File: config.mk
export PLATFORM = sky130hd
export DESIGN_NAME = keypad_digit_entry
export DESIGN_NICKNAME = d
export VERILOG_FILES = /design/src/rtl/keypad_digit_entry_pkg.sv /design/src/rtl/keypad_digit_entry_key_code_to_bcd.sv /design/src/rtl/keypad_digit_entry.sv
export SDC_FILE = /design/constraint.sdc
export NUM_CORES = 1
export LEC_CHECK = 0
export BUFFER_PORTS_ARGS = -buffer_cell sky130_fd_sc_hd__buf_2
export CORE_AREA = 5 5 215 217
export CTS_BUF_LIST = sky130_fd_sc_hd__clkbuf_16
export CTS_CLUSTER_DIAMETER = 40
export CTS_CLUSTER_SIZE = 16
export DETAILED_ROUTE_END_ITERATION = 16
export DIE_AREA = 0 0 220 222
export HOLD_SLACK_MARGIN = 0.1
export PLACE_DENSITY = 0.43
export SLEW_MARGIN = 10
export SYNTH_ARGS = -nofsm -noshare
export SYNTH_HDL_FRONTEND = slang
export SYNTH_SLANG_ARGS = --single-unit
File: constraint.sdc
create_clock -name clk -period 3.3 [get_ports clk]
set_input_delay 0.165 -clock clk [delete_from_list [all_inputs] [get_ports clk]]
set_output_delay 0.165 -clock clk [all_outputs]
set_load 0.005 [all_outputs]
File: src/rtl/keypad_digit_entry_pkg.sv
// Shared definitions for the keypad digit entry block: PS/2 set-2 scan codes,
// the entry state machine encoding and the blank nibble code.
package keypad_digit_entry_pkg;

  // Digits held in the entry buffer (tied to the 16-bit nums bus)
  localparam int NUM_DIGITS = 4;

  // Nibble shown for an unused digit position; the display blanks anything above 9
  localparam logic [3:0] BLANK_CODE = 4'hF;

  // Numpad digit scan codes, element [d] is the code for digit d
  localparam logic [9:0][7:0] SC_KP_DIGITS = {
    8'h7D, 8'h75, 8'h6C, 8'h74, 8'h73, 8'h6B, 8'h7A, 8'h72, 8'h69, 8'h70
  };

  // Top-row digit scan codes, element [d] is the code for digit d
  localparam logic [9:0][7:0] SC_TR_DIGITS = {
    8'h46, 8'h3E, 8'h3D, 8'h36, 8'h2E, 8'h25, 8'h26, 8'h1E, 8'h16, 8'h45
  };

  // Control keys
  localparam logic [7:0] SC_SPACE = 8'h29;
  localparam logic [7:0] SC_BKSP  = 8'h66;
  localparam logic [7:0] SC_ESC   = 8'h76;

  typedef enum logic [1:0] {
    ST_EMPTY,
    ST_ENTRY,
    ST_FULL,
    ST_SHOW
  } entry_state_t;

  // Decoded meaning of one scan code
  typedef struct packed {
    logic       is_digit;
    logic [3:0] digit;
    logic       is_commit;
    logic       is_bksp;
    logic       is_clr;
  } key_info_t;

endpackage

File: src/rtl/keypad_digit_entry_key_code_to_bcd.sv
// Combinational scan-code classifier for the keypad digit entry block.
// Define KEYPAD_TOPROW_EN to accept the top-row number keys as digits in
// addition to the numpad.
module key_code_to_bcd
  import keypad_digit_entry_pkg::*;
(
  input  logic [8:0] code,
  output key_info_t  info
);

  logic       std_code;
  logic [9:0] kp_hit;
  logic [9:0] tr_hit;
  logic [9:0] digit_hit;

  // Extended codes (E0 prefix) never map to anything this block cares about
  assign std_code = ~code[8];

  // One comparator per digit for each key group
  generate
    for (genvar gi = 0; gi < 10; gi++) begin : g_digit_match
      assign kp_hit[gi] = (code[7:0] == SC_KP_DIGITS[gi]);
`ifdef KEYPAD_TOPROW_EN
      assign tr_hit[gi] = (code[7:0] == SC_TR_DIGITS[gi]);
`else
      assign tr_hit[gi] = 1'b0;
`endif
    end
  endgenerate

  assign digit_hit = kp_hit | tr_hit;

  // Collapse the match vectors into the decoded key record
  always_comb begin
    info           = '0;
    info.is_digit  = std_code && (|digit_hit);
    for (int i = 0; i < 10; i++) begin
      if (digit_hit[i]) info.digit = 4'(i);
    end
    info.is_commit = std_code && (code[7:0] == SC_SPACE);
    info.is_bksp   = std_code && (code[7:0] == SC_BKSP);
    info.is_clr    = std_code && (code[7:0] == SC_ESC);
  end

endmodule

File: src/rtl/keypad_digit_entry.sv
// Keypad digit entry: turns PS/2 key presses into a 4-digit BCD entry buffer
// with backspace, clear (ESC) and commit (SPACE). Optional build macro
// KEYPAD_TOPROW_EN also accepts the top-row number keys as digits.
module keypad_digit_entry
  import keypad_digit_entry_pkg::*;
(
  input  logic         clk,
  input  logic         rst,
  input  logic         en,
  input  logic         key_valid,
  input  logic [8:0]   last_change,
  input  logic [511:0] key_down,
  output logic [15:0]  nums,
  output logic [15:0]  value,
  output logic         commit,
  output logic [2:0]   digit_count,
  output logic         overflow
);

  entry_state_t state_reg;
  logic [15:0]  nums_reg;
  logic [15:0]  value_reg;
  logic         commit_reg;
  logic [2:0]   count_reg;
  logic         overflow_reg;

  logic         press;
  key_info_t    key;
  logic [15:0]  value_next;

  // Only make events count; the decoder has already updated key_down
  assign press = en && key_valid && key_down[last_change];

  key_code_to_bcd u_decode (
    .code (last_change),
    .info (key)
  );

  // Committed value: blank positions read as leading zeros
  generate
    for (genvar gi = 0; gi < NUM_DIGITS; gi++) begin : g_commit_nibble
      assign value_next[gi*4 +: 4] =
        (nums_reg[gi*4 +: 4] == BLANK_CODE) ? 4'h0 : nums_reg[gi*4 +: 4];
    end
  endgenerate

  // Entry state machine, buffer and pulse outputs
  always_ff @(posedge clk or posedge rst) begin
    if (rst) begin
      state_reg    <= ST_EMPTY;
      nums_reg     <= {NUM_DIGITS{BLANK_CODE}};
      value_reg    <= '0;
      commit_reg   <= 1'b0;
      count_reg    <= '0;
      overflow_reg <= 1'b0;
    end else begin
      // Pulses last one cycle regardless of en
      commit_reg   <= 1'b0;
      overflow_reg <= 1'b0;
      if (press) begin
        if (key.is_clr) begin
          nums_reg  <= {NUM_DIGITS{BLANK_CODE}};
          count_reg <= '0;
          state_reg <= ST_EMPTY;
        end else if (key.is_digit) begin
          case (state_reg)
            ST_EMPTY, ST_SHOW: begin
              nums_reg  <= {BLANK_CODE, BLANK_CODE, BLANK_CODE, key.digit};
              count_reg <= 3'd1;
              state_reg <= ST_ENTRY;
            end
            ST_ENTRY: begin
              nums_reg  <= {nums_reg[11:0], key.digit};
              count_reg <= count_reg + 3'd1;
              if (count_reg + 3'd1 == 3'(NUM_DIGITS)) state_reg <= ST_FULL;
            end
            default: begin
              overflow_reg <= 1'b1;
            end
          endcase
        end else if (key.is_bksp) begin
          if (state_reg == ST_ENTRY || state_reg == ST_FULL) begin
            nums_reg  <= {BLANK_CODE, nums_reg[15:4]};
            count_reg <= count_reg - 3'd1;
            state_reg <= (count_reg == 3'd1) ? ST_EMPTY : ST_ENTRY;
          end
        end else if (key.is_commit) begin
          if (state_reg == ST_ENTRY || state_reg == ST_FULL) begin
            value_reg  <= value_next;
            commit_reg <= 1'b1;
            count_reg  <= '0;
            state_reg  <= ST_SHOW;
          end
        end
      end
    end
  end

  assign nums        = nums_reg;
  assign value       = value_reg;
  assign commit      = commit_reg;
  assign digit_count = count_reg;
  assign overflow    = overflow_reg;

endmodule

==> results.md, run 1 <==
- Initial antenna violation count: 3
- Leak Pwr: between 3 and 4 nW
- Worst path top cell family by delay: buffers and inverters
- DR WL/cell: ~18 um
- Switching power: ~0.53 mW
- Synth area leaders: mux4_2 (18%), dfrtp_1 (12%), dfstp_2 (9.0%), mux2i_1 (8.2%), mux4_1 (7.3%)
- Net Count, Synth: 963
- Starting Density: 10.60%
- Tot GR Track Use: approximately a tenth
- Net Sw Frac: 31.89%
- Worst hold path type: in2reg
- Cell area power density: around 230 nW/um2
- Placeable Area: around 44000 um2
- First-pass GRT wire length: roughly 35 mm
- Crit-path cells: buf_4 > buf_12 > buf_12 > mux2i_1 > buf_4 > a2111oi_1 > a2111oi_4 > buf_4 > nand4_1 > a21oi_2 > or4_4 > buf_4 > mux2_4
- Fin crit period: a little over 3 ns
- Max cap viols: 0
- Ports: between 500 and 600
- Combinational fraction of design power: 39.9%
- Die H: around 220 um
- Fin crit share: 93.40%
- CTS Sinks: 39
- Synth Warn #: 0
- Worst slew pin tran: between 0.6 and 0.7 ns
- Worst Setup End Kind: flip-flop
- Vias in the first global route: about 5500
- VDD IR max: roughly 0.17 mV
- Sequential power share: roughly 32%
- Mapped Avg Cell Area: approximately 11 um2
- DRC viols: 0
- Final net count: 1288
- CTS Buffer Depth: 2
- Seq cells post-synth: 39
- H-tree depth: 2
- # rows: between 70 and 80
- Routability cong.: about 0.80
- Detailed placer's ending HPWL: between 20 and 25 mm
- Fin. max-slew vios: 0
- Internal power: about 1.1 mW
- Root Driver: clkbuf_16
- Maximum clock frequency: roughly 320 MHz
- Clock transition at the registers of the reported paths: ~0.06 ns
- Buf+Inv Stages, Crit Path: 6
- Layout cell share with drive strength beyond 1: about three fifths
- Area leader, netlist: mux4_2
- Inst Count DP: 1338
- Cell variety after synth: 61
- EDFF count, synth: 0
- Sequential element share of the synthesized area: 21.39%
- Worst Skew: 0.004089 ns
- CTS Buf Count: 5
- Critical Path Start Type: input pin
- Post-synth ARST share: 100.0%
- Most common cell after layout, fill and taps aside: buf_2
- Pre-antenna DRT Iters: 4
- Final hold vios: 0
- Most frequent cells in the layout: buf_2 (304), buf_4 (45), mux4_2 (38), mux2i_1 (38), nand2_1 (25)
- RSZ-0062 raised after global routing: false
- Largest net degree at the start of global routing: 31
- Highest-delay cell along the critical path: a2111oi_1
- Mapped Cells: between 400 and 500
- TritonCTS clock tree: done
- Setup TNS: 0 ns
- Routed WL: between 20 and 25 mm
- Post-route ant nets: 0
- Status: finished, final reports clean
- Required time worst endpoint: about 3.5 ns
- Post-synth top area share: 18.38%
- Clk_lat worst skew: about 0.28 ns
- Path type of the worst setup path: in2reg
- # port buffers: between 300 and 400
- Clock power frac: approximately 28%
- Relative slew margins: 52.97%
- Final setup fails: 0
- GRT Residual Overflow: 0
- Crit path DAT: between 3 and 4 ns
- Top FF cell, synth: dfrtp_1
- Number of antenna repair diodes: 0
- Vias per cell: roughly 3.7
- Iter 0 DRT Violations: about 140
- Synth-to-layout area growth: 55.28%
- Max Fanout on Critical Path: 20
- Vias: around 5000
- Synth Cell Area: 4656 um2
- PnR Total Power: around 1.7 mW
- Final Non-Filler Cells: around 1300
- Die ar.: between 40000 and 50000 um2
- Die width: about 220 um
- Critical path's largest stage delay: about 0.64 ns
- Crit-path most repeated cell: buf_4
==> tightest hold or removal path, delay by kind of cell <==
kind                   cells  cell delay, ns
and+or+nand+nor            2            0.27
buffers and inverters      1            0.09
==> kinds of logic after synthesis <==
group | after synthesis | synth area share (%)
AO/OA/AOI/OAI | 107 | 16.23
XOR/XNOR | 1 | 0.1882
adder cells (fa/ha/maj) | 7 | 1.881
buffers and inverters | 59 | 8.223
flip-flops | 39 | 21.39
multiplexers | 111 | 40.02
AND/OR/NAND/NOR | 107 | 12.07
==> cell usage after synthesis, types with 5 or more instances <==
master,instances
a21oi_1,17
a22o_1,6
a22oi_1,12
a31oi_1,16
buf_2,11
clkbuf_1,9
dfrtp_1,23
dfstp_2,16
ha_1,7
inv_1,21
mux2_2,12
mux2_4,10
mux2i_1,38
mux4_1,13
mux4_2,38
nand2_1,25
nand2b_1,8
nand3_1,12
nand4_1,5
nor2_1,18
nor2b_1,10
nor3_1,9
o21ai_0,10
o22ai_1,11
o31ai_1,6
==> cell type report <==
type                            count  area (um2)
Fill cell                        5043       36700
Timing Repair Buffer              355        1969
Multi-Input combinational cell    333        3301
Tap cell                          592       740.7
Clock inverter                      3       15.01
Clock buffer                        5       125.1
Sequential cell                    39       996.0
Inverter                           22       82.58
==> through the flow <==
step / instance area [um2] / setup slack (ns) / util [%] / hold slack, ns
floorplan: 4656 / 0.5791 / - / 0.3533
global placement: 7028 / -0.4548 / 16.00 / 0.1697
detailed placement: 7028 / -0.5976 / 16.00 / 0.1721
CTS: 7212 / 0.08501 / 16.42 / 0.3005
global route: 7229 / 0.09458 / 16.46 / 0.3354
finish: 7229 / 0.2176 / 16.46 / 0.2983
==> per-layer routing <==
layer	share of wire (%)	global-route usage, %	up-vias	wire, um
met5	0.029	0	-	7
met3	5.4	1.584	12	1298
met2	50	17.08	227	12180
li1	-	-	2389	-
met1	43	12.03	2410	10470
met4	0.87	1.067	2	210
==> power groups by stage <==
stage | sequential (mW) | combinational (mW) | clock, mW
finish | 0.534 | 0.665 | 0.467
global route | 0.537 | 0.731 | 0.504
CTS | 0.534 | 0.680 | 0.487
detailed placement | 0.542 | 0.676 | 0
global placement | 0.542 | 0.671 | 0
floorplan | 0.533 | 0.346 | 0
==> path summary, 6_finish.rpt <==
check | depth (start not counted) | startpoint | end | slack, ns
worst max-delay path | 13 | last_change[0] | value[3]$_DFFE_PP0P_ | 0.22
worst min-delay path | 3 | key_valid | overflow$_DFF_PP0_ | 0.30
worst max register to register | 7 | state_reg[0]$_DFFE_PP0P_ | nums[4]$_DFFE_PP1P_ | 1.29
worst min register to register | 1 | value[11]$_DFFE_PP0P_ | value[11]$_DFFE_PP0P_ | 0.50
max in group asynchronous | 4 | rst | nums[11]$_DFFE_PP1P_ | 2.12
min in group asynchronous | 3 | rst | value[1]$_DFFE_PP0P_ | 0.41
==> timing repair <==
| item | CTS | global route |
|---|---|---|
| hold endpoints to repair | 9 | 0 |
| pin swaps | 1 | 0 |
| hold buffers | 1 | 0 |
| gates resized for setup | 2 | 3 |
| endpoints found under the setup margin | 34 | 33 |
| buffers inserted | 2 | 0 |
(Power assumes the default switching activity.)
==> run 2, diff against run 1 <==
- ABC_AREA: unset -> 1
- CORE_AREA: 5 5 215 217 -> 5 5 216 218
- DIE_AREA: 0 0 220 222 -> 0 0 221 223
- PLACE_DENSITY: 0.43 -> 0.49
==> results.md, run 2 <==
- Final net count: 2536 (+97%)
- Largest net degree at the start of global routing: 60 (+94%)
- Met1 Usage GRT: 25.57% (+14 points)
- Simple-Gate Fraction of Synth Area: 66.46% (+54 points)
- GRT Residual Overflow: 0 (unchanged)
- EDFF count, synth: 0 (unchanged)
- Most frequent cells in the layout: nand2_1 (948), buf_2 (560), nand3_1 (91)
- Fin. max-slew vios: 0 (unchanged)
- Top FF cell, synth: dfrtp_1
- # rows: 78 (+1.3%)
- H-tree depth: 2 (unchanged)
- Max Fanout on Critical Path: 17 (-15%)
- Max cap viols: 0 (unchanged)
- Post-synth top area share: 49.25% (+31 points)
- Pre-antenna DRT Iters: 5 (+1)
- Clk_lat worst skew: 0.28 ns (about the same)
- Synth Warn #: 0 (unchanged)
- Mapped Cells: 1477 (+240%)
- Cell area power density: 199.4 nW/um2 (-13%)
- # port buffers: 561 (+84%)
- Compound-cell area share of the yosys netlist: 8.675% (-7.6 points)
- CTS Buf Count: 5 (unchanged)
- Die ar.: 49280 um2 (+0.91%)
- DR WL/cell: 19.57 um (+9.2%)
- Iter 0 DRT Violations: 737 (+420%)
- RSZ-0062 raised after global routing: false
- Starting Density: 16.17% (+5.6 points)
- Worst Skew: 0.005598 ns (+0.001509 ns)
- Leak Pwr: 6.502 nW (+96%)
- Gr busiest metal: met2
- Inst Count DP: 2596 (+94%)
- Routing usage on met3: 2.566% (+0.98 points)
- Layout cell share with drive strength beyond 1: 32.77% (-26 points)
- Fin crit period: 2.799 ns (-0.2832 ns)
- Worst Setup End Kind: flip-flop
- Required time worst endpoint: 3.51 ns (+0.04 ns)
- Worst slew pin tran: 0.8378 ns (+0.1397 ns)
- Post_cts resized: 0 (-2)
- Final Non-Filler Cells: 2607 (+93%)
- Most common cell after layout, fill and taps aside: nand2_1
- Synth Area in XOR/XNOR: 0.1212% (-0.067 points)
- Fill cells: 5365 (+6.4%)
- CTS Buffer Depth: 2 (unchanged)
- Net Count, Synth: 2009 (+110%)
- First-pass GRT wire length: 73.68 mm (+110%)
- Vias per cell: 4.400 (+18%)
- Die H: 223 um (+0.45%)
- Final hold vios: 0 (unchanged)
- Maximum clock frequency: 357.3 MHz (+10%)
- Vias: 11470 (+130%)
- Vias in the first global route: 11710 (+110%)
- DRC viols: 0 (unchanged)
- Count leader, synth: nand2_1
- Clock transition at the registers of the reported paths: 0.06 ns (about the same)
- Buf+Inv Stages, Crit Path: 4 (-2)
- Fin crit share: 84.82% (-8.6 points)
- Area leader, netlist: nand2_1
- Sequential element share of the synthesized area: 13.78% (-7.6 points)
- Cell variety after synth: 37 (-39%)
- Synth Cell Area: 7226 um2 (+55%)
- Ports: 562 (unchanged)
- Highest-delay cell along the critical path: nor4_1
- Crit path DAT: 3.01 ns (-0.24 ns)
- Root Driver: clkbuf_16
- Status: finished, final reports clean
- Relative slew margins: 43.63% (-9.3 points)
- Crit-path cells: buf_2 > inv_1 > nor2_4 > buf_4 > inv_1 > nor4_1 > a21oi_2 > nand2_1 > nand2_2 > a31oi_4 > nand2_2 > nand2_1 > nand2_1
- Critical Path Start Type: input pin
- Die width: 221 um (+0.45%)
- Setup TNS: 0 ns (unchanged)
- Synth area leaders: nand2_1 (49%), dfrtp_1 (8.0%), nand3_1 (6.3%), dfstp_2 (5.8%), nor2_1 (4.6%)
- Tot GR Track Use: 19.42% (+10 points)
- Post-synth ARST share: 100.0% (unchanged)
- Initial antenna violation count: 7 (+4)
- VDD IR max: 0.1664 mV (-0.27%)
- Setup bufs post-CTS: 0 (-2)
- Fraction of the mapped netlist area in adder cells: 1.212% (-0.67 points)
- Largest family of logic cells by synthesized area: simple AND/OR/NAND/NOR gates
- Routability cong.: 0.8890 (+11%)
- Detailed placer's ending HPWL: 43.66 mm (+110%)
- Worst hold path type: in2reg
- Routed WL: 51.02 mm (+110%)
- Post-route ant nets: 0 (unchanged)
- Commonest cells in the netlist: nand2_1 (948), nand3_1 (91), nor2_1 (89), inv_1 (46), buf_2 (45)
- Worst path top cell family by delay: simple AND/OR/NAND/NOR gates
- Final setup fails: 0 (unchanged)
- Seq cells post-synth: 39 (unchanged)
- Critical path's largest stage delay: 0.65 ns (about the same)
- Mapped Avg Cell Area: 4.892 um2 (-55%)
- Synth-to-layout area growth: 51.74%
- M2 GR Usage: 34.16% (+17 points)
- Path type of the worst setup path: in2reg
- TritonCTS clock tree: done
- Post-synthesis mux area share: 0% (-40 points)
- Placeable Area: 44700 um2 (+1.7%)
- Crit-path most repeated cell: nand2_1
- CTS Sinks: 39 (unchanged)
-- run 2: cell types whose count changed after synthesis, sizes merged, moves of 36 or more --
| cell | previous run | this run |
|---|---|---|
| mux4 | 51 | 0 |
| nand3 | 12 | 91 |
| nand2 | 25 | 953 |
| mux2i | 38 | 0 |
| buf | 28 | 75 |
| nand4 | 5 | 41 |
| nor2 | 19 | 97 |
-- run 2: power breakdown --
group,switching [mW],internal (mW)
Clock,0.192,0.356
Sequential,0.00202,0.482
Combinational,0.689,0.466
-- run 2: kinds of logic after synthesis --
group | count (synthesis)
AOI/OAI and AO/OA | 93
xor gates and xnor gates | 1
adders and majority gates | 7
buffers and inverters | 142
DFF | 39
and+or+nand+nor | 1195
-- run 2: per-stage QoR --
stage | utilization (%) | instance area, um2 | hold slack, ns | setup slack [ns] | total power [mW]
after CTS | 24.50 | 10950 | 0.2167 | 0.3787 | 2.221
after detailed placement | 24.12 | 10780 | 0.4544 | 0.07466 | 1.657
after global routing | 24.53 | 10960 | 0.4092 | 0.1934 | 2.354
after floorplan | - | 7226 | 0.3582 | 1.185 | 1.020
after global placement | 24.12 | 10780 | 0.4519 | 0.05505 | 1.658
final | 24.53 | 10960 | 0.3992 | 0.5009 | 2.187
-- run 2: worst paths after layout --
| check | start | end | slack, ns | cells past startpoint |
|---|---|---|---|---|
| hold reg to reg | value[3]$_DFFE_PP0P_ | value[3]$_DFFE_PP0P_ | 0.46 | 2 |
| hold / removal | last_change[2] | nums[3]$_DFFE_PP1P_ | 0.40 | 5 |
| setup / recovery | last_change[2] | nums[2]$_DFFE_PP1P_ | 0.50 | 13 |
| min in group asynchronous | rst | value[5]$_DFFE_PP0P_ | 0.51 | 3 |
| max in group asynchronous | rst | nums[7]$_DFFE_PP1P_ | 2.12 | 4 |
| setup reg to reg | state_reg[0]$_DFFE_PP0P_ | nums[2]$_DFFE_PP1P_ | 1.45 | 8 |
-- run 2: final cells by class --
class                      instances  area, um2  area share (%)
multi-input combinational       1296       5538           50.51
timing repair buffer             610       3306           30.15
sequential                        39      996.0           9.084
tap                              600      750.7           6.847
inverter                          52      200.2           1.826
clock buffer                       5      125.1           1.141
clock inverter                     3      43.79          0.3994
antenna                            2      5.005         0.04565
-- run 2: repair_timing --
| item | 4_1_cts | 5_1_grt |
|---|---|---|
| hold endpoints to repair | 0 | 23 |
| hold buffers | 0 | 1 |
| setup endpoints to repair | 0 | 0 |
-- run 2: worst reg2reg max path, delay by kind of cell (launching register included) --
family                   cells  cell delay [ns]
AO/OA/AOI/OAI                1             0.34
adder cells (fa/ha/maj)      1             0.33
buffers and inverters        1             0.07
flip-flops                   1             0.37
AND/OR/NAND/NOR              5             0.66
-- run 2: routing by layer --
layer	part of all wire [%]	up-vias
met5	0	-
met4	2.0	0
met3	5.2	49
met2	48	470
met1	45	5243
li1	-	5710
